`src/rtl/timer_ctrl.sv`:
```
// timer_ctrl: control FSM for a two-digit BCD seconds down-counter chain (preset load, run/pause, tick prescaler, alarm).
// Build option TIMER_CTRL_ALARM_BLINK_EN: alarm blinks at the tick rate in DONE instead of holding steady.
module timer_ctrl #(
   parameter int unsigned TICK_DIV = 50_000_000
) (
   input  logic       clock,
   input  logic       clrn,
   input  logic       start,
   input  logic       stop,
   input  logic [3:0] preset_ones,
   input  logic [3:0] preset_tens,
   input  logic       zero,
   output logic [3:0] data_ones,
   output logic [3:0] data_tens,
   output logic       loadn,
   output logic       enable,
   output logic       running,
   output logic       alarm
);

   localparam int unsigned   CW        = (TICK_DIV > 32'd1) ? $clog2(TICK_DIV) : 32'd1;
   localparam logic [CW-1:0] TICK_LAST = CW'(TICK_DIV - 32'd1);

   typedef enum logic [2:0] {
      S_IDLE  = 3'd0,
      S_LOAD  = 3'd1,
      S_RUN   = 3'd2,
      S_PAUSE = 3'd3,
      S_DONE  = 3'd4
   } state_t;

   state_t        state_q, state_d;
   logic          start_q, stop_q;
   logic          start_p, stop_p, start_go;
   logic [3:0]    data_ones_q, data_ones_d;
   logic [3:0]    data_tens_q, data_tens_d;
   logic [CW-1:0] tick_q, tick_d;
   logic          tick_wrap;

   function automatic logic [3:0] clamp_digit(input logic [3:0] value, input logic [3:0] limit);
      return (value > limit) ? limit : value;
   endfunction

   // A simultaneous stop edge always beats a start edge.
   assign start_p   = start & ~start_q;
   assign stop_p    = stop & ~stop_q;
   assign start_go  = start_p & ~stop_p;
   assign tick_wrap = (tick_q == TICK_LAST);

   assign data_ones = data_ones_q;
   assign data_tens = data_tens_q;

   // State register with edge-detect, preset and prescaler registers
   always_ff @(posedge clock or negedge clrn) begin
      if (!clrn) begin
         state_q     <= S_IDLE;
         start_q     <= 1'b0;
         stop_q      <= 1'b0;
         data_ones_q <= 4'd0;
         data_tens_q <= 4'd0;
         tick_q      <= {CW{1'b0}};
      end else begin
         state_q     <= state_d;
         start_q     <= start;
         stop_q      <= stop;
         data_ones_q <= data_ones_d;
         data_tens_q <= data_tens_d;
         tick_q      <= tick_d;
      end
   end

   // Next-state logic
   always_comb begin
      state_d = state_q;
      case (state_q)
         S_IDLE: begin
            if (start_go) state_d = S_LOAD;
            else          state_d = S_IDLE;
         end
         S_LOAD: state_d = S_RUN;
         S_RUN: begin
            if (stop_p)    state_d = S_PAUSE;
            else if (zero) state_d = S_DONE;
            else           state_d = S_RUN;
         end
         S_PAUSE: begin
            if (stop_p)        state_d = S_IDLE;
            else if (start_go) state_d = S_RUN;
            else               state_d = S_PAUSE;
         end
         S_DONE: begin
            if (stop_p)        state_d = S_IDLE;
            else if (start_go) state_d = S_LOAD;
            else               state_d = S_DONE;
         end
         default: state_d = S_IDLE;
      endcase
   end

   // Preset capture (clamped to 59) and prescaler next value
   always_comb begin
      if (start_go && ((state_q == S_IDLE) || (state_q == S_DONE))) begin
         data_ones_d = clamp_digit(preset_ones, 4'd9);
         data_tens_d = clamp_digit(preset_tens, 4'd5);
      end else begin
         data_ones_d = data_ones_q;
         data_tens_d = data_tens_q;
      end
      tick_d = {CW{1'b0}};
      case (state_q)
         S_RUN: begin
            if (state_d == S_DONE) tick_d = {CW{1'b0}};
            else if (tick_wrap)    tick_d = {CW{1'b0}};
            else                   tick_d = tick_q + CW'(1'b1);
         end
         S_PAUSE: tick_d = tick_q;
`ifdef TIMER_CTRL_ALARM_BLINK_EN
         S_DONE: begin
            if (state_d != S_DONE) tick_d = {CW{1'b0}};
            else if (tick_wrap)    tick_d = {CW{1'b0}};
            else                   tick_d = tick_q + CW'(1'b1);
         end
`endif
         default: tick_d = {CW{1'b0}};
      endcase
   end

`ifdef TIMER_CTRL_ALARM_BLINK_EN
   logic alarm_q, alarm_d;

   // Alarm phase: set on entry to DONE, flips on every prescaler wrap while there
   always_comb begin
      alarm_d = 1'b0;
      if (state_d != S_DONE)      alarm_d = 1'b0;
      else if (state_q != S_DONE) alarm_d = 1'b1;
      else if (tick_wrap)         alarm_d = ~alarm_q;
      else                        alarm_d = alarm_q;
   end

   // Alarm phase register
   always_ff @(posedge clock or negedge clrn) begin
      if (!clrn) alarm_q <= 1'b0;
      else       alarm_q <= alarm_d;
   end
`endif

   // Output decode from state and prescaler
   always_comb begin
      loadn   = (state_q != S_LOAD);
      running = (state_q == S_RUN);
      enable  = (state_q == S_RUN) && tick_wrap && !zero;
`ifdef TIMER_CTRL_ALARM_BLINK_EN
      alarm   = alarm_q;
`else
      alarm   = (state_q == S_DONE);
`endif
   end

endmodule

```
`config.mk`:
```
export PLATFORM = sky130hd
export DESIGN_NAME = timer_ctrl
export DESIGN_NICKNAME = d
export VERILOG_FILES = /design/src/rtl/timer_ctrl.sv
export SDC_FILE = /design/constraint.sdc
export NUM_CORES = 1
export LEC_CHECK = 0
export CORE_ASPECT_RATIO = 0.7
export CORE_MARGIN = 2
export CORE_UTILIZATION = 40
export DETAILED_ROUTE_END_ITERATION = 8
export SLEW_MARGIN = 25
export SYNTH_ARGS = -nofsm -noshare
export SYNTH_HDL_FRONTEND = slang
export SYNTH_SLANG_ARGS = --single-unit
export TNS_END_PERCENT = 30
```
`constraint.sdc`:
```
create_clock -name clock -period 2 [get_ports clock]
set_clock_uncertainty 0.15 [all_clocks]
set_input_delay 0.4 -clock clock [delete_from_list [all_inputs] [get_ports clock]]
set_output_delay 0.4 -clock clock [all_outputs]
set_load 0.05 [all_outputs]
```
==> reports/metrics.cfg <==
[clock_network]
tritoncts=yes
clkLatencyLatePin_ns=0.30
cts-buffers-inserted=5
cts-htree-levels=2
clock_path_buffers=2
cts.reportedPaths.clkPinSlew_ns=0.08
clock-root-buffer=clkbuf_8
cts_sinks=39

[synth]
synthMuxAreaShare_pct=1.026
syn_area_per_cell_um2=9.133
ys.flop_type=dfrtp_1
synth_nets=241
ys_types=42
synth-edff-count=0
synth_compound_area_share_pct=20.46
synth-xor-area-share_pct=0
syn_inst=227
yosys_register_bits=39
synth_top_family_by_area=simple AND/OR/NAND/NOR gates
synth_fa_ha_area_share_pct=0.6035
ys_async_sr_fraction_pct=100.0
seq_area_frac_synth_pct=47.07
synth_simple_gate_area_share_pct=26.92
synth_area_mm2=0.002073
ys_warn_count=0

[drt]
ant_nets=0
drc=0
drt-vias-per-instance=5.473
wl_mm=5.662
drtPass1Iterations=4
drtIter0Drc=160
wl_per_cell_um=15.06
vias=2058

[place]
place_inst=356
port_buffers=24
gp_congestion=0.8195
dp_hpwl_mm=3.662

[die]
die_h_um=64.24
num_rows=21
start_util_pct=42.42
dieWidth_um=90.05
die-area_mm2=0.005784
core_area_mm2=0.004887
ios=25

[power_and_ir_drop]
power_uw=2701
pwr-share-comb_pct=45.2
switchingPower_uw=1080
vdd_drop_max_mv=0.6599
intPower_uw=1622
p_leak_uw=0.001322
seqPwrFrac_pct=35.5
switching_share_pct=39.97
clockPowerShare_pct=19.3
powerDensity_mw_per_mm2=866.0

[critical_path]
path_buf_inv=2
crit_fanout=3
max_stage_delay_ns=0.53
path_cells=or4b_1 -> nor4_2 -> buf_4 -> and4_4 -> buf_12
cp-start-kind=flop
r2r_start=tick_q[18]
critPathSlowestCell=or4b_1
required_ns=1.45
cp_data_arrival_time_ns=1.86
cp.depth=5
crit_type=flop to output port
crit_start=tick_q[18]
reg2regPathDepth=8
crit_family=simple AND/OR/NAND/NOR gates
worstSetupEndpointType=output port

[timing]
slew_violations=0
worst_pin_slew_ns=0.6693
setup_slack_ns=-0.4072
timing.final.crit_share_pct=120.4
rsz0062_at_grt=true
whs_ns=-0.001341
relSlewSlack_pct=55.38
max_freq_ghz=0.4154
fin_crit_ns=2.407
finalSetupTns_ns=-1.178
setup_viol=24
hold_viol=3

[final_layout]
drive_gt1_share_pct=37.46
area_delta_synth_final_pct=50.45
fillers=412
finish.net_count=320
antenna_cells=0
final_cells=376

[run_status]
violations=hold timing, setup timing
outcome=finished with violations

[global_route]
grt_antenna_before_repair=0
grt_use_total_pct=20.44
grt_pass1_wl_mm=9.432
grt_max_degree=40
gr-total-overflow=0
grt_pass1_vias=1905

[flow_run]
drv_cap=0

[hold_path]
hold_path.class=input pin to asynchronous set/reset pin

[cell usage in the layout, fill, tap and decap left out, drive strengths merged, types with 3 or more instances in the layout]
cell and n:
nand2 33, a31oi 21, a21oi 16, and3 4, nand2b 6, clkdlybuf4s50 11
dfrtp 39, buf 70, nor3 5, a41oi 4, nor2b 4, clkbuf 7
nor2 10, nor4 7, nand3 11, and2 3, o21ai 17, or3 5
inv 6, nand4 5
[per-layer routing]
layer	track usage, %	share of wire [%]	wire, µm
met5	0	0	0
met4	5.769	0.97	55
met3	4.009	5.5	314
met2	29.14	44	2467
met1	31.25	50	2825
[repair_timing]
item,4_1_cts,5_1_grt
gates resized for setup,16,38
setup endpoints to repair,19,27
gates cloned,1,4
buffers inserted,6,1
hold buffers,0,0
pin swaps,12,13
[metrics by stage]
step	utilization [%]	area, µm²	setup slack (ns)	hold slack [ns]
floorplan	-	2098	-0.1055	-0.04559
global placement	55.43	2709	-0.1893	0.3159
detailed placement	55.43	2709	-0.2162	0.3224
CTS	59.83	2924	-0.4295	0.01430
global route	63.82	3119	-0.4625	0.03462
finish	63.82	3119	-0.4072	-0.001341
[path summary, 6_finish.rpt]
kind / to / slack (ns)
worst min register to register: data_ones[2] / 0.34
worst min-delay path: state_q[2] / -0.001
worst max register to register: tick_q[24] / -0.09
worst max-delay path: enable / -0.41
min in group clock: data_ones[2] / 0.34
max in group asynchronous: tick_q[13] / 1.35
[cells in the mapped netlist, types with 2 or more instances]
cell	instances	area (µm²)
nand2_1	33	123.9
inv_1	6	22.52
a31oi_1	21	131.4
a21o_1	2	15.01
and3_1	4	25.02
or2_2	2	12.51
and4_1	2	17.52
a22o_1	2	17.52
nor2b_1	4	25.02
clkbuf_1	4	15.01
nand3_1	11	55.05
nor2_1	10	37.54
nand2b_1	6	37.54
nand4_1	5	31.28
dfrtp_1	39	975.9
nor3_1	4	20.02
buf_2	2	10.01
buf_6	3	33.78
and2_1	3	18.77
a21oi_1	15	75.07
o21ai_0	17	85.08
nor4_1	4	25.02
nor4_2	2	25.02
or3_1	5	31.28
a41oi_1	4	35.03
[kinds of logic after synthesis]
logic type	after synthesis
compound gates	69
fa+ha+maj	1
buf+inv	15
flops	39
mux	2
simple gates	101
[sequential cells by signal, summed over array words and instances, names as in the netlist]
| name | count |
|---|---|
| tick_q | 26 |
| start_q | 1 |
| state_q | 3 |
| data_tens | 4 |
| stop_q | 1 |
| data_ones | 4 |
[layout make-up]
class	instances	area, µm²	area share (%)
inverters	6	22.52	0.7220
clock buffers	7	76.32	2.447
flip-flops and latches	39	975.9	31.29
clock inverters	1	5.005	0.1604
multi-input cells	173	1244	39.87
well taps	69	86.33	2.768
repair buffers	81	709.4	22.74
[power groups by stage]
stage	clock network [µW]	registers, µW	logic [µW]
2_1_floorplan	0	1190	453
3_3_place_gp	0	969	1000
3_5_place_dp	0	970	1010
4_1_cts	532	954	1090
5_1_grt	581	972	1310
6_report	522	958	1220
No activity file was read; power rests on OpenSTA's default activity.
